===== src/rtl/proc_pkg.sv =====
// Shared types, opcode constants and decode helpers for the proc_core 6502 subset.
package proc_pkg;

    typedef enum logic [2:0] {
        RST_LO, RST_HI, FETCH, DECODE, ABS_HI, EXEC_RD, EXEC_WR
    } state_e;

    typedef enum logic [2:0] {
        ADD, SUB, AND, OR, XOR, CMP, PASS
    } alu_op_e;

    typedef enum logic [2:0] {
        AM_IMPL, AM_IMM, AM_ABS_RD, AM_ABS_WR, AM_JMP
    } addr_mode_e;

    typedef enum logic [3:0] {
        K_NONE, K_LDA, K_LDX, K_LDY, K_ADC, K_SBC, K_AND, K_ORA, K_EOR,
        K_CMP, K_CPX, K_CPY, K_BIT
    } op_kind_e;

    // Status register bit positions
    localparam int P_C = 0;
    localparam int P_Z = 1;
    localparam int P_I = 2;
    localparam int P_D = 3;
    localparam int P_B = 4;
    localparam int P_V = 6;
    localparam int P_N = 7;

    // Implied
    localparam logic [7:0] OP_NOP = 8'hEA, OP_TAX = 8'hAA, OP_TXA = 8'h8A;
    localparam logic [7:0] OP_TAY = 8'hA8, OP_TYA = 8'h98, OP_TXS = 8'h9A;
    localparam logic [7:0] OP_TSX = 8'hBA, OP_INX = 8'hE8, OP_INY = 8'hC8;
    localparam logic [7:0] OP_DEX = 8'hCA, OP_DEY = 8'h88, OP_CLC = 8'h18;
    localparam logic [7:0] OP_SEC = 8'h38, OP_CLD = 8'hD8, OP_SED = 8'hF8;
    localparam logic [7:0] OP_CLI = 8'h58, OP_SEI = 8'h78, OP_CLV = 8'hB8;
    // Immediate
    localparam logic [7:0] OP_LDA_IMM = 8'hA9, OP_LDX_IMM = 8'hA2, OP_LDY_IMM = 8'hA0;
    localparam logic [7:0] OP_ADC_IMM = 8'h69, OP_SBC_IMM = 8'hE9, OP_AND_IMM = 8'h29;
    localparam logic [7:0] OP_ORA_IMM = 8'h09, OP_EOR_IMM = 8'h49, OP_CMP_IMM = 8'hC9;
    localparam logic [7:0] OP_CPX_IMM = 8'hE0, OP_CPY_IMM = 8'hC0;
    // Absolute
    localparam logic [7:0] OP_LDA_ABS = 8'hAD, OP_LDX_ABS = 8'hAE, OP_LDY_ABS = 8'hAC;
    localparam logic [7:0] OP_ADC_ABS = 8'h6D, OP_SBC_ABS = 8'hED, OP_AND_ABS = 8'h2D;
    localparam logic [7:0] OP_ORA_ABS = 8'h0D, OP_EOR_ABS = 8'h4D, OP_CMP_ABS = 8'hCD;
    localparam logic [7:0] OP_CPX_ABS = 8'hEC, OP_CPY_ABS = 8'hCC, OP_BIT_ABS = 8'h2C;
    localparam logic [7:0] OP_STA_ABS = 8'h8D, OP_STX_ABS = 8'h8E, OP_STY_ABS = 8'h8C;
    localparam logic [7:0] OP_JMP_ABS = 8'h4C;

    function automatic addr_mode_e addr_mode(input logic [7:0] op);
        case (op)
            OP_LDA_IMM, OP_LDX_IMM, OP_LDY_IMM, OP_ADC_IMM, OP_SBC_IMM, OP_AND_IMM,
            OP_ORA_IMM, OP_EOR_IMM, OP_CMP_IMM, OP_CPX_IMM, OP_CPY_IMM:
                return AM_IMM;
            OP_LDA_ABS, OP_LDX_ABS, OP_LDY_ABS, OP_ADC_ABS, OP_SBC_ABS, OP_AND_ABS,
            OP_ORA_ABS, OP_EOR_ABS, OP_CMP_ABS, OP_CPX_ABS, OP_CPY_ABS, OP_BIT_ABS:
                return AM_ABS_RD;
            OP_STA_ABS, OP_STX_ABS, OP_STY_ABS:
                return AM_ABS_WR;
            OP_JMP_ABS:
                return AM_JMP;
            default:
                return AM_IMPL;
        endcase
    endfunction

    function automatic op_kind_e op_kind(input logic [7:0] op);
        case (op)
            OP_LDA_IMM, OP_LDA_ABS: return K_LDA;
            OP_LDX_IMM, OP_LDX_ABS: return K_LDX;
            OP_LDY_IMM, OP_LDY_ABS: return K_LDY;
            OP_ADC_IMM, OP_ADC_ABS: return K_ADC;
            OP_SBC_IMM, OP_SBC_ABS: return K_SBC;
            OP_AND_IMM, OP_AND_ABS: return K_AND;
            OP_ORA_IMM, OP_ORA_ABS: return K_ORA;
            OP_EOR_IMM, OP_EOR_ABS: return K_EOR;
            OP_CMP_IMM, OP_CMP_ABS: return K_CMP;
            OP_CPX_IMM, OP_CPX_ABS: return K_CPX;
            OP_CPY_IMM, OP_CPY_ABS: return K_CPY;
            OP_BIT_ABS:             return K_BIT;
            default:                return K_NONE;
        endcase
    endfunction

    // Returns p with N and Z updated from v
    function automatic logic [7:0] set_nz(input logic [7:0] p, input logic [7:0] v);
        logic [7:0] r;
        r      = p;
        r[P_N] = v[7];
        r[P_Z] = (v == 8'h00);
        return r;
    endfunction

endpackage


===== src/rtl/proc_alu.sv =====
// Combinational 8-bit ALU: binary add/subtract, compare, logic ops and pass-through.
module proc_alu
    import proc_pkg::*;
(
    input  logic [7:0] a,
    input  logic [7:0] b,
    input  logic       carry_in,
    input  alu_op_e    op,
    output logic [7:0] result,
    output logic       c,
    output logic       v,
    output logic       n,
    output logic       z
);

    logic [8:0] w_sum;

    // Operation select; C/V pass carry_in/0 through for ops that do not define them
    always_comb begin
        w_sum  = '0;
        result = b;
        c      = carry_in;
        v      = 1'b0;
        case (op)
            ADD: begin
                w_sum  = {1'b0, a} + {1'b0, b} + {8'h00, carry_in};
                result = w_sum[7:0];
                c      = w_sum[8];
                v      = (a[7] == b[7]) && (w_sum[7] != a[7]);
            end
            SUB: begin
                w_sum  = {1'b0, a} + {1'b0, ~b} + {8'h00, carry_in};
                result = w_sum[7:0];
                c      = w_sum[8];
                v      = (a[7] != b[7]) && (w_sum[7] != a[7]);
            end
            CMP: begin
                w_sum  = {1'b0, a} + {1'b0, ~b} + 9'd1;
                result = w_sum[7:0];
                c      = w_sum[8];
            end
            AND:     result = a & b;
            OR:      result = a | b;
            XOR:     result = a ^ b;
            default: result = b;
        endcase
    end

    assign n = result[7];
    assign z = (result == 8'h00);

endmodule


===== src/rtl/proc_core.sv =====
// Minimal 6502-compatible core: implied, immediate and absolute instructions
// against a byte-wide RAM whose read data is valid within one core cycle.
module proc_core
    import proc_pkg::*;
#(
    parameter logic [15:0] RESET_VECTOR_ADDR = 16'hFFFC,
    parameter logic [7:0]  SP_RESET          = 8'hFD
) (
    input  logic        clk,
    input  logic        resetn,
    input  logic [7:0]  rd_data,
    output logic [15:0] address,
    output logic [7:0]  wr_data,
    output logic        wr_enable
);

    state_e      r_state, n_state;
    logic [7:0]  r_a, r_x, r_y, r_s, r_ir, r_adl;
    logic [7:0]  n_a, n_x, n_y, n_s, n_ir, n_adl, n_p;
    logic [7:0]  P;
    logic [15:0] r_pc, n_pc, r_address, n_address;
    logic [7:0]  r_wr_data, n_wr_data;
    logic        r_wr_enable, n_wr_enable;

    addr_mode_e  w_am;
    op_kind_e    w_kind;
    alu_op_e     w_alu_op;
    logic [7:0]  w_alu_a, w_alu_res;
    logic        w_alu_c, w_alu_v, w_alu_n, w_alu_z;
    logic [15:0] w_pc_inc;
    logic        w_exec_op, w_exec_impl;

    assign address   = r_address;
    assign wr_data   = r_wr_data;
    assign wr_enable = r_wr_enable;

    assign w_am        = addr_mode(r_ir);
    assign w_kind      = op_kind(r_ir);
    assign w_pc_inc    = r_pc + 16'd1;
    // Operand-consuming instructions finish in DECODE (immediate) or EXEC_RD (absolute)
    assign w_exec_op   = ((r_state == DECODE) && (w_am == AM_IMM)) || (r_state == EXEC_RD);
    assign w_exec_impl = (r_state == DECODE) && (w_am == AM_IMPL);

    // ALU operation and left operand selected from the current instruction
    always_comb begin
        w_alu_op = PASS;
        w_alu_a  = r_a;
        case (w_kind)
            K_ADC: w_alu_op = ADD;
            K_SBC: w_alu_op = SUB;
            K_AND: w_alu_op = AND;
            K_ORA: w_alu_op = OR;
            K_EOR: w_alu_op = XOR;
            K_CMP: w_alu_op = CMP;
            K_CPX: begin w_alu_op = CMP; w_alu_a = r_x; end
            K_CPY: begin w_alu_op = CMP; w_alu_a = r_y; end
            default: ;
        endcase
    end

    proc_alu u_alu (
        .a        (w_alu_a),
        .b        (rd_data),
        .carry_in (P[P_C]),
        .op       (w_alu_op),
        .result   (w_alu_res),
        .c        (w_alu_c),
        .v        (w_alu_v),
        .n        (w_alu_n),
        .z        (w_alu_z)
    );

    // Next-state, bus and register update logic
    always_comb begin
        n_state     = r_state;
        n_a         = r_a;
        n_x         = r_x;
        n_y         = r_y;
        n_s         = r_s;
        n_p         = P;
        n_pc        = r_pc;
        n_ir        = r_ir;
        n_adl       = r_adl;
        n_address   = r_address;
        n_wr_data   = r_wr_data;
        n_wr_enable = 1'b0;

        case (r_state)
            RST_LO: begin
                n_pc[7:0] = rd_data;
                n_address = RESET_VECTOR_ADDR + 16'd1;
                n_state   = RST_HI;
            end
            RST_HI: begin
                n_pc      = {rd_data, r_pc[7:0]};
                n_address = {rd_data, r_pc[7:0]};
                n_state   = FETCH;
            end
            FETCH: begin
                n_ir      = rd_data;
                n_pc      = w_pc_inc;
                n_address = w_pc_inc;
                n_state   = DECODE;
            end
            DECODE: begin
                case (w_am)
                    // Implied: operand byte was a dummy read, PC stays put
                    AM_IMPL: begin
                        n_address = r_pc;
                        n_state   = FETCH;
                    end
                    AM_IMM: begin
                        n_pc      = w_pc_inc;
                        n_address = w_pc_inc;
                        n_state   = FETCH;
                    end
                    default: begin
                        n_adl     = rd_data;
                        n_pc      = w_pc_inc;
                        n_address = w_pc_inc;
                        n_state   = ABS_HI;
                    end
                endcase
            end
            ABS_HI: begin
                if (w_am == AM_JMP) begin
                    n_pc      = {rd_data, r_adl};
                    n_address = {rd_data, r_adl};
                    n_state   = FETCH;
                end else begin
                    n_pc      = w_pc_inc;
                    n_address = {rd_data, r_adl};
                    if (w_am == AM_ABS_WR) begin
                        n_wr_enable = 1'b1;
                        case (r_ir)
                            OP_STX_ABS: n_wr_data = r_x;
                            OP_STY_ABS: n_wr_data = r_y;
                            default:    n_wr_data = r_a;
                        endcase
                        n_state = EXEC_WR;
                    end else begin
                        n_state = EXEC_RD;
                    end
                end
            end
            EXEC_RD: begin
                n_address = r_pc;
                n_state   = FETCH;
            end
            EXEC_WR: begin
                n_address = r_pc;
                n_state   = FETCH;
            end
            default: n_state = FETCH;
        endcase

        if (w_exec_op) begin
            case (w_kind)
                K_LDA: begin n_a = rd_data; n_p = set_nz(P, rd_data); end
                K_LDX: begin n_x = rd_data; n_p = set_nz(P, rd_data); end
                K_LDY: begin n_y = rd_data; n_p = set_nz(P, rd_data); end
                K_ADC, K_SBC: begin
                    n_a      = w_alu_res;
                    n_p[P_N] = w_alu_n;
                    n_p[P_Z] = w_alu_z;
                    n_p[P_C] = w_alu_c;
                    n_p[P_V] = w_alu_v;
                end
                K_AND, K_ORA, K_EOR: begin
                    n_a = w_alu_res;
                    n_p = set_nz(P, w_alu_res);
                end
                K_CMP, K_CPX, K_CPY: begin
                    n_p      = set_nz(P, w_alu_res);
                    n_p[P_C] = w_alu_c;
                end
                K_BIT: begin
                    n_p[P_Z] = ((r_a & rd_data) == 8'h00);
                    n_p[P_N] = rd_data[7];
                    n_p[P_V] = rd_data[6];
                end
                default: ;
            endcase
        end

        if (w_exec_impl) begin
            case (r_ir)
                OP_TAX: begin n_x = r_a; n_p = set_nz(P, r_a); end
                OP_TXA: begin n_a = r_x; n_p = set_nz(P, r_x); end
                OP_TAY: begin n_y = r_a; n_p = set_nz(P, r_a); end
                OP_TYA: begin n_a = r_y; n_p = set_nz(P, r_y); end
                OP_TSX: begin n_x = r_s; n_p = set_nz(P, r_s); end
                OP_TXS: n_s = r_x;
                OP_INX: begin n_x = r_x + 8'd1; n_p = set_nz(P, r_x + 8'd1); end
                OP_INY: begin n_y = r_y + 8'd1; n_p = set_nz(P, r_y + 8'd1); end
                OP_DEX: begin n_x = r_x - 8'd1; n_p = set_nz(P, r_x - 8'd1); end
                OP_DEY: begin n_y = r_y - 8'd1; n_p = set_nz(P, r_y - 8'd1); end
                OP_CLC: n_p[P_C] = 1'b0;
                OP_SEC: n_p[P_C] = 1'b1;
                OP_CLD: n_p[P_D] = 1'b0;
                OP_SED: n_p[P_D] = 1'b1;
                OP_CLI: n_p[P_I] = 1'b0;
                OP_SEI: n_p[P_I] = 1'b1;
                OP_CLV: n_p[P_V] = 1'b0;
                default: ;
            endcase
        end

        n_p[5] = 1'b1;
    end

    // State register
    always_ff @(posedge clk or negedge resetn) begin
        if (!resetn) r_state <= RST_LO;
        else         r_state <= n_state;
    end

    // Architectural registers and bus outputs; reset also drops any pending write
    always_ff @(posedge clk or negedge resetn) begin
        if (!resetn) begin
            r_a         <= '0;
            r_x         <= '0;
            r_y         <= '0;
            r_s         <= SP_RESET;
            P           <= 8'h34;
            r_pc        <= '0;
            r_ir        <= '0;
            r_adl       <= '0;
            r_address   <= RESET_VECTOR_ADDR;
            r_wr_data   <= '0;
            r_wr_enable <= 1'b0;
        end else begin
            r_a         <= n_a;
            r_x         <= n_x;
            r_y         <= n_y;
            r_s         <= n_s;
            P           <= n_p;
            r_pc        <= n_pc;
            r_ir        <= n_ir;
            r_adl       <= n_adl;
            r_address   <= n_address;
            r_wr_data   <= n_wr_data;
            r_wr_enable <= n_wr_enable;
        end
    end

endmodule


===== config.mk =====
export PLATFORM = sky130hd
export DESIGN_NAME = proc_core
export DESIGN_NICKNAME = d
export VERILOG_FILES = /design/src/rtl/proc_pkg.sv /design/src/rtl/proc_alu.sv /design/src/rtl/proc_core.sv
export SDC_FILE = /design/constraint.sdc
export NUM_CORES = 1
export LEC_CHECK = 0
export BUFFER_PORTS_ARGS = -buffer_cell sky130_fd_sc_hd__buf_2
export CORE_UTILIZATION = 50
export DETAILED_ROUTE_END_ITERATION = 7
export PLACE_DENSITY = 0.71
export SYNTH_ARGS = -nofsm -noshare
export SYNTH_HDL_FRONTEND = slang
export SYNTH_SLANG_ARGS = --single-unit

===== constraint.sdc =====
create_clock -name clk -period 4.2 [get_ports clk]
set_input_delay 0 -clock clk [delete_from_list [all_inputs] [get_ports clk]]
set_output_delay 0 -clock clk [all_outputs]
set_load 0.01 [all_outputs]

==> impl_metrics.py <==
metrics = {
    "floorplan": {
        "core_area_sq_mm": 0.0159,
        "die_w_um": 130,
        "num_io_pins": 35,
        "die-area_sq_mm": 0.0169,
        "die_h_um": 130,
        "num_rows": 46,
        "start_util_pct": 51.4,
    },
    "setup_path": {
        "r2r_start": "r_ir[3]",
        "reg2reg_depth": 17,
        "crit_arrival_ns": 4.32,
        "critical_path_class": "flip-flop to flip-flop",
        "critical-path-max-stage-delay_ns": 0.39,
        "critical_path_required_ns": 4.42,
        "reg2reg_to": "r_a[4]",
        "endpoint_kind": "flip-flop",
        "ff2ff_setup_slack_ns": 0.10,
        "cp_slowest_cell": "dfrtp_1",
        "critPathMaxFanout": 5,
        "crit_path_start_kind": "flip-flop",
        "path_cells": "xor2_1 -> nor3_2 -> o2bb2ai_1 -> a22oi_1 -> nor2_2 -> buf_4 -> mux2i_2 -> a21oi_2 -> ha_1 -> a211o_1 -> a21oi_4 -> nor3_2 -> buf_4 -> a32oi_1 -> mux2i_1 -> a2111oi_2 -> o21ai_0",
    },
    "flow_run": {
        "drv_cap": 0,
    },
    "clocking": {
        "clk_pin_slew_worst_paths_ns": 0.06,
        "cts-root-buf": "clkbuf_16",
        "cts_max_path_buffers": 2,
        "cts.sinks": 93,
        "cts_tree": "done",
        "htree_levels": 3,
        "numCtsBuffers": 9,
        "clock_latency_ns": 0.37,
    },
    "placement": {
        "portBuffers": 34,
        "dp_hpwl_um": 19300,
        "globalplace.congestion": 0.996,
        "placedCellCount": 1236,
    },
    "global_route": {
        "grt_pass1_vias": 7418,
        "grt_max_degree": 58,
        "grt_first_pass_wirelength_um": 42000,
        "grt_overflow_total": 0,
        "grt_usage_pct": 32.8,
        "antenna_found_initial": 0,
    },
    "final_layout": {
        "antenna_cells": 0,
        "areaGrowthSynthToFinish_pct": 12.0,
        "fin_nets": 1080,
        "fin_cells": 1255,
        "drive_above_1_share_pct": 18.0,
        "fin_util_pct": 57.6,
    },
    "power": {
        "ir_worst_vdd_uv": 321,
        "power.total_mw": 6.87,
        "power_density_mw_per_mm2": 749,
        "p_leak_nw": 3.74,
    },
    "route": {
        "drt-total-wl_um": 27100,
        "vias_per_cell": 6.71,
        "drt_iter0_markers": 1131,
        "first_pass_iters": 8,
        "postRouteAntennaNets": 0,
        "drc_errors": 3,
        "wl_per_cell_um": 21.6,
        "vias": 8424,
    },
    "sta": {
        "fmax_mhz": 244,
        "final_max_slew_viol_count": 0,
        "setup_tns_ns": 0,
        "worst_pin_slew_ns": 1.23,
        "slew_headroom_pct": 17.6,
        "period_needed_ns": 4.10,
        "hold_viol_final": 0,
        "hold_ws_ns": 0.0512,
        "finalClockSkew_ns": 0.0188,
        "fin_crit_sh_pct": 97.6,
        "setup-violations-final": 0,
    },
    "run_status": {
        "violations": "design-rule violations",
        "outcome": "complete, but fails checks",
    },
    "synthesis": {
        "syn_avg_cell_area_sq_um": 8.05,
        "syn_area_sq_mm": 0.00820,
        "syn_inst": 1018,
        "synth_seq_cells": 93,
        "ys_dominant_reg_cell": "dfrtp_1",
        "synth_edf_count": 0,
        "ys_seq_area_share_pct": 28.7,
        "syn-num-nets": 1064,
        "yosysWarningCount": 0,
        "synth_cell_types": 80,
        "synth-async-reset-ratio_pct": 100,
    },
    "worst_hold_path": {
        "hold_class": "primary input to flip-flop",
        "min_path_cells": 3,
        "hp-start": "rd_data[0]",
        "whs_endpoint": "r_a[0]",
    },
}
==> what timing repair did <==
item,in CTS,in global routing
pin swaps,0,3
setup endpoints to repair,4,6
resized for setup,5,26
hold buffers,1,0
buffers inserted,0,2
hold endpoints to repair,36,0
==> cells in the final DEF, fill, tap and decap left out, types with 28 or more instances in the layout <==
cell type,count
nor2_1,99
nand2_1,83
dfrtp_1,72
a21oi_1,70
o21ai_0,54
buf_4,54
nand3_1,38
inv_1,33
buf_2,33
ha_1,28
==> kinds of logic after synthesis <==
family                   synth area share, %
adder cells (fa/ha/maj)                 5.77
XOR/XNOR                                4.49
flip-flops                              28.7
buffers and inverters                   5.63
AND/OR/NAND/NOR                         19.8
multiplexers                            5.74
AO/OA/AOI/OAI                           29.8
==> power breakdown <==
group	leakage [nW]	switching (mW)	internal, mW
combinational	2.50	2.36	1.68
clock	0.162	0.387	0.556
sequential	1.07	0.556	1.33
==> flip-flops by register name, summed over array words and instances (netlist names) <==
name	count
r_x	8
wr_enable	1
wr_data	8
r_adl	8
r_a	8
r_ir	8
P	1
r_y	8
r_s	8
address	16
r_state	3
r_pc	16
==> per-layer routing <==
metal | up-vias | wire length (um) | GRT usage, %
met5 | - | 0 | 0
met4 | 0 | 845 | 12.2
met3 | 67 | 2760 | 6.93
met2 | 512 | 11600 | 48.2
met1 | 4006 | 11900 | 47.1
li1 | 3839 | - | -
==> synth_stat cells (17+ instances only) <==
cell        n  share of area [%]
o211ai_1   17                1.6
nor3_1     27                1.6
nand3_1    38                2.3
a21oi_1    73                4.5
a31oi_1    18                1.4
o221ai_1   17                1.8
ha_1       33                5.0
mux2i_1    26                3.2
nor2_1    101                4.6
dfrtp_1    72                 22
o21ai_0    56                3.4
xnor2_1    17                1.8
inv_1      33                1.5
clkbuf_1   66                3.0
a211oi_1   22                2.0
o22ai_1    17                1.3
dfstp_2    21                6.7
nand2_1    83                3.8
a222oi_1   17                2.1
xor2_1     25                2.7
==> worst max-delay path, delay by kind of cell (launching register included) <==
kind            cells  cell delay [ns]
buf+inv             2             0.31
compound gates      8             1.73
fa+ha+maj           1             0.39
xor+xnor            1             0.19
simple gates        3             0.51
flops               1             0.39
mux                 2             0.43
==> through the flow <==
stage                     worst slack [ns]  cell area, sq um
after floorplan                     0.0466              8200
after global placement             -0.0143              8700
after detailed placement            -0.106              8700
after CTS                           0.0201              9060
after global routing               -0.0540              9180
final                                0.102              9180
==> area by class of cell <==
| cell class | count | area, sq um |
|---|---|---|
| timing repair buffer | 88 | 581 |
| multi-input combinational | 809 | 5520 |
| clock inverter | 5 | 81.3 |
| inverter | 33 | 124 |
| clock buffer | 11 | 253 |
| sequential | 93 | 2350 |
| fill | 1506 | 6760 |
| tap | 216 | 270 |
==> how the worst max path moves through the flow <==
stage | cells after the start | startpoint | end | slack [ns]
3_3_place_gp | 16 | r_ir[3] | r_a[4] | -0.01
4_1_cts | 17 | r_ir[3] | r_a[6] | 0.02
2_1_floorplan | 17 | r_ir[2] | r_a[6] | 0.05
6_report | 17 | r_ir[3] | r_a[4] | 0.10
5_1_grt | 17 | r_ir[3] | r_a[4] | -0.05
3_5_place_dp | 16 | r_ir[3] | r_a[7] | -0.11
Power figures use the tool's default switching activity.
